## src/rtl/rf_access_responder.sv

```systemverilog
// Register-file responder: runs a request's read/read/write phases in order on single-ported storage.
// Optional build macro RF_ZERO_REG_EN: register 0 is hardwired to zero and writes to it are dropped.
module rf_access_responder #(
  parameter int unsigned DATA_W = 16,
  parameter int unsigned ADDR_W = 3
) (
  input  logic              clk,
  input  logic              rst_n,
  input  logic              req_valid,
  output logic              req_ready,
  input  logic [2:0]        req_mask,
  input  logic [ADDR_W-1:0] read_address1,
  input  logic [ADDR_W-1:0] read_address2,
  input  logic [ADDR_W-1:0] write_address,
  input  logic [DATA_W-1:0] write_data,
  output logic              resp_valid,
  input  logic              resp_ready,
  output logic [DATA_W-1:0] read_data1,
  output logic [DATA_W-1:0] read_data2,
  output logic              resp_err,
  output logic              done
);

  localparam int unsigned NREGS = 2 ** ADDR_W;

  typedef enum logic [2:0] {IDLE, RD1, RD2, WR, RESP} state_t;

  state_t              state_q, state_d;
  logic                rd2_pend_q, wr_pend_q;
  logic [ADDR_W-1:0]   ra1_q, ra2_q, wa_q;
  logic [DATA_W-1:0]   wd_q;
  logic [DATA_W-1:0]   regs [NREGS];
  logic [DATA_W-1:0]   rd1_d, rd2_d;
  logic                err_d, done_d, accept, wr_en, wr_hit;

  // Next state and next registered-output values.
  always_comb begin
    state_d = state_q;
    rd1_d   = read_data1;
    rd2_d   = read_data2;
    err_d   = resp_err;
    done_d  = 1'b0;
    accept  = 1'b0;
    wr_en   = 1'b0;
    case (state_q)
      IDLE: begin
        if (req_valid) begin
          accept = 1'b1;
          err_d  = (req_mask == 3'b000);
          if (req_mask[1])      state_d = RD1;
          else if (req_mask[2]) state_d = RD2;
          else if (req_mask[0]) state_d = WR;
          else                  state_d = RESP;
        end
      end
      RD1: begin
        rd1_d = regs[ra1_q];
        if (rd2_pend_q)     state_d = RD2;
        else if (wr_pend_q) state_d = WR;
        else                state_d = RESP;
      end
      RD2: begin
        rd2_d   = regs[ra2_q];
        state_d = wr_pend_q ? WR : RESP;
      end
      WR: begin
        wr_en   = 1'b1;
        state_d = RESP;
      end
      RESP: begin
        if (resp_ready) begin
          done_d  = 1'b1;
          rd1_d   = '0;
          rd2_d   = '0;
          err_d   = 1'b0;
          state_d = IDLE;
        end
      end
      default: state_d = IDLE;
    endcase
  end

`ifdef RF_ZERO_REG_EN
  assign wr_hit = wr_en && (wa_q != '0);
`else
  assign wr_hit = wr_en;
`endif

  // State, request latch and registered outputs.
  always_ff @(posedge clk or negedge rst_n) begin
    if (!rst_n) begin
      state_q    <= IDLE;
      rd2_pend_q <= 1'b0;
      wr_pend_q  <= 1'b0;
      ra1_q      <= '0;
      ra2_q      <= '0;
      wa_q       <= '0;
      wd_q       <= '0;
      req_ready  <= 1'b1;
      resp_valid <= 1'b0;
      read_data1 <= '0;
      read_data2 <= '0;
      resp_err   <= 1'b0;
      done       <= 1'b0;
    end else begin
      state_q    <= state_d;
      req_ready  <= (state_d == IDLE);
      resp_valid <= (state_d == RESP);
      read_data1 <= rd1_d;
      read_data2 <= rd2_d;
      resp_err   <= err_d;
      done       <= done_d;
      if (accept) begin
        rd2_pend_q <= req_mask[2];
        wr_pend_q  <= req_mask[0];
        ra1_q      <= read_address1;
        ra2_q      <= read_address2;
        wa_q       <= write_address;
        wd_q       <= write_data;
      end
    end
  end

  // Register storage; reset clears every entry.
  always_ff @(posedge clk or negedge rst_n) begin
    if (!rst_n) begin
      for (int unsigned i = 0; i < NREGS; i++) regs[i] <= '0;
    end else if (wr_hit) begin
      regs[wa_q] <= wd_q;
    end
  end

endmodule

```

## config.mk

```make
export PLATFORM = sky130hd
export DESIGN_NAME = rf_access_responder
export DESIGN_NICKNAME = d
export VERILOG_FILES = /design/src/rtl/rf_access_responder.sv
export SDC_FILE = /design/constraint.sdc
export NUM_CORES = 1
export LEC_CHECK = 0
export ABC_AREA = 1
export CAP_MARGIN = 40
export CORE_ASPECT_RATIO = 0.7
export CORE_MARGIN = 3
export CORE_UTILIZATION = 56
export DETAILED_ROUTE_END_ITERATION = 8
export GPL_TIMING_DRIVEN = 0
export PLACE_DENSITY = 0.79
export SLEW_MARGIN = 5
export SYNTH_ARGS = -nofsm -noshare
export SYNTH_HDL_FRONTEND = slang
export SYNTH_SLANG_ARGS = --single-unit
```

## constraint.sdc

```tcl
create_clock -name clk -period 2.2 [get_ports clk]
set_input_delay 0.44 -clock clk [delete_from_list [all_inputs] [get_ports clk]]
set_output_delay 0.44 -clock clk [all_outputs]
set_load 0.02 [all_outputs]
```

# --- Word-level counts from Yosys, hierarchy flattened ---
# Cells that the tools add are included.
totals:
  input_bits: 32
  out_inout_bits: 36
  reg_bits: 194
classes:
  reduce_logical: 10
  muxes: 28
  bitwise: 3
  eq_ne: 7
  magnitude_cmp: 4
op_table:
  columns: ["operator", "n"]
  rows:
  - ["128-bit bitwise mux", 1]
  - ["16-bit binary-select mux with 3-bit select", 2]
  - ["16-bit two-way mux", 6]
  - ["16-bit case mux with 2 select lines", 2]
  - ["16-bit demux with 3-bit select", 1]
  - ["3-bit two-way mux", 7]
  - ["3-bit case mux with 5 select lines", 1]
  - ["4-bit >= comparator, second input constant", 3]
  - ["3-bit NOT with 4-bit output", 3]
  - ["3-bit zero test", 3]
  - ["1-bit two-way mux", 7]
  - ["3-bit by 2-bit == test with 1-bit output, second input constant", 2]
  - ["3-bit == test, second input constant", 2]
  - ["2-bit nonzero test", 3]
  - ["4-bit by 1-bit less-than comparator with 1-bit output, second input constant", 1]
  - ["2-bit != test, second input constant", 2]
  - ["2-bit AND reduction", 2]
  - ["3-bit by 1-bit == test with 1-bit output, second input constant", 1]
  - ["3-bit AND reduction", 1]
  - ["1-bit case mux with 2 select lines", 1]
  - ["1-bit logical AND", 1]

# --- Depth between registers and ports, before layout ---
logic_depth:
  depth_word: 6
  mapped_depth: 9
  ltp_nobuf: 7

# --- Least setup slack after synthesis ---
# Ideal clock, no wire load.
synth_timing:
  kind: "register to register"
  start: "register state_q[2]"
  end: "register regs[94] (netlist name)"
  setup_slack_ns: 0.806
  n_path_buf: 1
  required_time_ns: 2.072
  setup_time_ns: 0.128
  stages_incl_launch_ff: 8
  arrival_ns: 1.266
  period_less_slack_ns: 1.394
  path_cell_list: "dfrtp_1 > inv_2 > nand2_4 > nor2_8 > nand4_4 > buf_6 > nand2_1 > o21ai_2"
synth_between:
  elab_chain_len: 2
synth_rtl:
  columns: ["element", "line_no", "source"]
  rows:
  - ["start, declared", "28", "state_t state_q, state_d;"]
  - ["start signal, assigned", "106", "state_q <= state_d;"]
  - ["3-bit by 2-bit == test with 1-bit output", "45", "case (state_q)"]
  - ["1-bit two-way mux", "45", null]
  - ["end signal, assigned by index", "129", "regs[wa_q] <= wd_q;"]
  - ["end, declared", "32", "logic [DATA_W-1:0] regs [NREGS];"]
# No other way between the ends.
# A chain may end at the register's enable or synchronous reset.

# --- Worst setup path after layout ---
layout_timing:
  start: "register state_q[2]"
  end: "register read_data1[11]"
layout_between:
  elab_chain_len: 3
layout_rtl:
  columns: ["element", "line_no", "source"]
  rows:
  - ["3-bit == test or 3-bit by 1-bit == test with 1-bit output (tied branches)", "45", null]
  - ["2-bit != test (no line) or 2-bit nonzero test (tied branches)", null, null]
  - ["2-bit AND reduction (no line)", null, null]
  - ["end signal, assigned", "109", "read_data1 <= rd1_d;"]
  - ["end, declared", "18", "output logic [DATA_W-1:0] read_data1,"]
# Parallel ways exist; a longest one is shown, timed or not.

==> run_results.csv <==
group,metric,value,unit
floorplan,io_pins,68,
grt,antenna_found_initial,0,
sta,finalMaxSlewViolations,0,
synthesis,synth.avg_cell_area,7.69,um^2
final_layout,nFillCells,1446,
clock_tree,cts_max_path_buffers,2,
setup_path,start_kind,"flop",
synthesis,synthDistinctLibCells,23,
detailed_routing,dr_wl_met3,5.36,mm
synthesis,synth.area.top_cells,"dfrtp_1 49%, nand2_1 23%, nand3_1 8.3%, o21ai_1 4.7%, o21ai_2 3.2%",
clock_tree,clk_pin_slew,0.07,ns
clock_tree,cts_root_buffer,"clkbuf_16",
sta,fin_crit_sh,99.1,%
final_layout,regArea,4860,um^2
grt,grt_first_pass_wirelength,54.0,mm
synthesis,synth-compound-area-share,9.43,%
synthesis,synth-seq-cells,194,
setup_path,ff2ff_path_depth,6,
setup_path,r2r-end,"read_data1[11]$_DFFE_PN0P_",
detailed_routing,wl_met2,14.3,mm
floorplan,dieArea,19300,um^2
setup_path,cp.arrival,2.57,ns
synthesis,synth_mux_area_share,0,%
setup_path,path_depth,6,
hold_path,hp-class,"input pin to asynchronous set/reset pin",
power,switchingPower,0.00839,W
outcome,status,"finished, final reports clean",
sta,hold_violations,0,
detailed_routing,vias,9683,
power,ir_drop,0.000775,V
detailed_routing,wl,35.2,mm
clock_tree,cts_setup_buffers,0,
place,io_buffer_count,67,
detailed_routing,routed.top_layer,"met4",
grt,grt_start_max_net_pins,111,
setup_path,cp_max_fo,10,
sta,setup_viol,0,
synthesis,seq_area_frac_synth,49.2,%
sta,slew_headroom,38.2,%
final_layout,utilization,68.2,%
synthesis,synth_xor_area_share,0,%
place,routabilityCongestion,1.02,
job,max-cap-violations,0,
clock_tree,clock_latency,0.45,ns
clock_tree,cts_buffers,17,
synthesis,synth_area_leader_cell,"dfrtp_1",
detailed_routing,drc,0,
setup_path,worst-path-buf-inv,2,
clock_tree,htree_levels,4,
grt,gr-total-overflow,0,
sta,fmaxAchievable,459,MHz
setup_path,crit_path_max_incr_delay,0.71,ns
floorplan,design.core.area,16800,um^2
setup_path,slowest_stage,"nor2_1",
place,place_inst,1576,
setup_path,rr_startpoint,"state_q[2]$_DFF_PN0_",
setup_path,setup.worst_path.class,"flop to flop",
sta,fin_setup_tns,0,ns
place,place_hpwl,24.0,mm
grt,grt_pass1_vias,9180,
sta,min_period,2.18,ns
setup_path,crit_family,"simple AND/OR/NAND/NOR gates",
detailed_routing,wire_per_inst,21.9,um
power,seq_power_share,34.1,%
power,internal_power,0.00920,W
detailed_routing,firstDrtPassIters,7,
clock_tree,cts_tree,"done",
final_layout,fin_nets,1401,
floorplan,start_util,58.7,%
synthesis,synth-simple-area-share,34.7,%
final_layout,drive_above_1_share,9.12,%
setup_path,crit_required,2.59,ns
synthesis,synth_nets,1315,
setup_path,critPathLaunch,"state_q[2]$_DFF_PN0_",
power,p_comb_share,47.4,%
detailed_routing,drtIter0Drc,1625,
setup_path,crit_path_cell_trace,"inv_2 -> nand2_4 -> nor2_1 -> buf_2 -> nand3_1 -> nand2_1",
final_layout,num_antenna_cells,0,
grt,grt.total_usage,38.5,%
power,clockPowerShare,18.5,%
floorplan,die_h,117,um
setup_path,critPathCaptureType,"flop",
setup_path,reg2reg_slack,0.02,ns
floorplan,die_x,165,um
synthesis,synth_area,9860,um^2
final_layout,syn2layout_area_growth,16.1,%
floorplan,rows,39,
synthesis,synthAdderAreaFrac,0,%
detailed_routing,vias_per_cell,6.03,
synthesis,synth_top_family_by_area,"simple AND/OR/NAND/NOR gates",
sta,rsz0062_at_grt,"no",
setup_path,crit_path_end,"read_data1[11]$_DFFE_PN0P_",
sta,worst_pin_slew,0.924,ns
sta,skew,0.00995,ns
detailed_routing,postRouteAntennaNets,0,
power,p_leak,5.34,nW
final_layout,layout.cells.most_common,"nand2_1",
synthesis,ys_warn_count,0,
detailed_routing,drt-met1-wl,14.0,mm
clock_tree,cts.sinks,194,
power,power.density,1540,nW/um^2
final_layout,layout_common_cells,"617 x nand2_1, 193 x dfrtp_1, 163 x nand3_1",
power,sw_frac_of_total,47.7,%
synthesis,post-synth-top-area-fraction,49.0,%
final_layout,multiInputGateArea,4350,um^2
synthesis,syn_inst,1283,
final_layout,fin_cells,1606,
repair_timing:
item                                    4_1_cts  5_1_grt
endpoints found under the setup margin       10       16
gates resized for setup                       1        4
hold buffers                                  0        0
area by class of cell:
type                       instances  share of cell area [%]
buffer                            80                    4.36
tap                              225                    2.46
clock inverter                    12                    1.39
inverter                          42                    1.41
timing repair buffer              68                    6.14
multi-input combinational        966                    38.0
clock buffer                      19                    3.87
sequential                       194                    42.4
worst min path at each step:
stage | from | cells past startpoint | endpoint
3_3_place_gp | read_data1[13]$_DFFE_PN0P_ | 2 | read_data1[13]$_DFFE_PN0P_
2_1_floorplan | rst_n | 0 | done$_DFF_PN0_
3_5_place_dp | read_data1[13]$_DFFE_PN0P_ | 2 | read_data1[13]$_DFFE_PN0P_
4_1_cts | rst_n | 1 | wd_q[2]$_DFFE_PN0P_
5_1_grt | rst_n | 1 | wd_q[2]$_DFFE_PN0P_
6_report | rst_n | 1 | wd_q[2]$_DFFE_PN0P_
metrics by stage:
step / hold WS [ns] / cell area, um^2 / total power [W] / worst slack [ns]
after floorplan: 0.144 / 9860 / 0.0109 / 0.806
after global placement: 0.456 / 10800 / 0.0138 / -7.32
after detailed placement: 0.459 / 10800 / 0.0140 / -0.393
after CTS: 0.0834 / 11400 / 0.0172 / 0.0644
after global routing: 0.111 / 11500 / 0.0185 / 0.00975
final: 0.0303 / 11500 / 0.0176 / 0.0200
sequential cells by signal, indices dropped and copies added (netlist names):
name / flops
done: 1
resp_valid: 1
wa_q: 3
read_data1: 16
rd2_pend_q: 1
regs: 128
read_data2: 16
wd_q: 16
ra2_q: 3
resp_err: 1
wr_pend_q: 1
state_q: 3
ra1_q: 3
req_ready: 1
logic make-up (layout without fill, tap and decap cells):
| kind of cell | after synthesis | after routing |
|---|---|---|
| simple gates | 808 | 808 |
| flops | 194 | 194 |
| compound gates | 158 | 158 |
| buf+inv | 123 | 221 |
power groups by stage:
stage	clock network [W]	registers [W]	logic [W]
5_1_grt	0.00338	0.00615	0.00901
2_1_floorplan	0	0.00600	0.00485
6_report	0.00325	0.00600	0.00834
3_5_place_dp	0	0.00595	0.00801
4_1_cts	0.00323	0.00591	0.00806
3_3_place_gp	0	0.00593	0.00786
Yosys cell counts:
cell type  number
nand2_1       617
dfrtp_1       193
nand3_1       163
o21ai_1        92
o21ai_2        36
inv_1          35
o21ai_0        28
buf_6          24
clkbuf_1       23
buf_1          22
nor2_1         14
buf_2          12
nand4_4         8
inv_2           5
clkinv_1        2
nor3_1          2
a21oi_1         1
a31o_2          1
dfstp_2         1
nand2_4         1
nand4_1         1
nor2_8          1
nor3_4          1
routing by layer:
metal / vias up / GRT usage [%]
met1: 4520 / 54.3
met5: - / 0
met4: 0 / 16.6
met3: 127 / 12.2
li1: 4306 / -
met2: 730 / 55.1
Power figures use the tool's default switching activity.
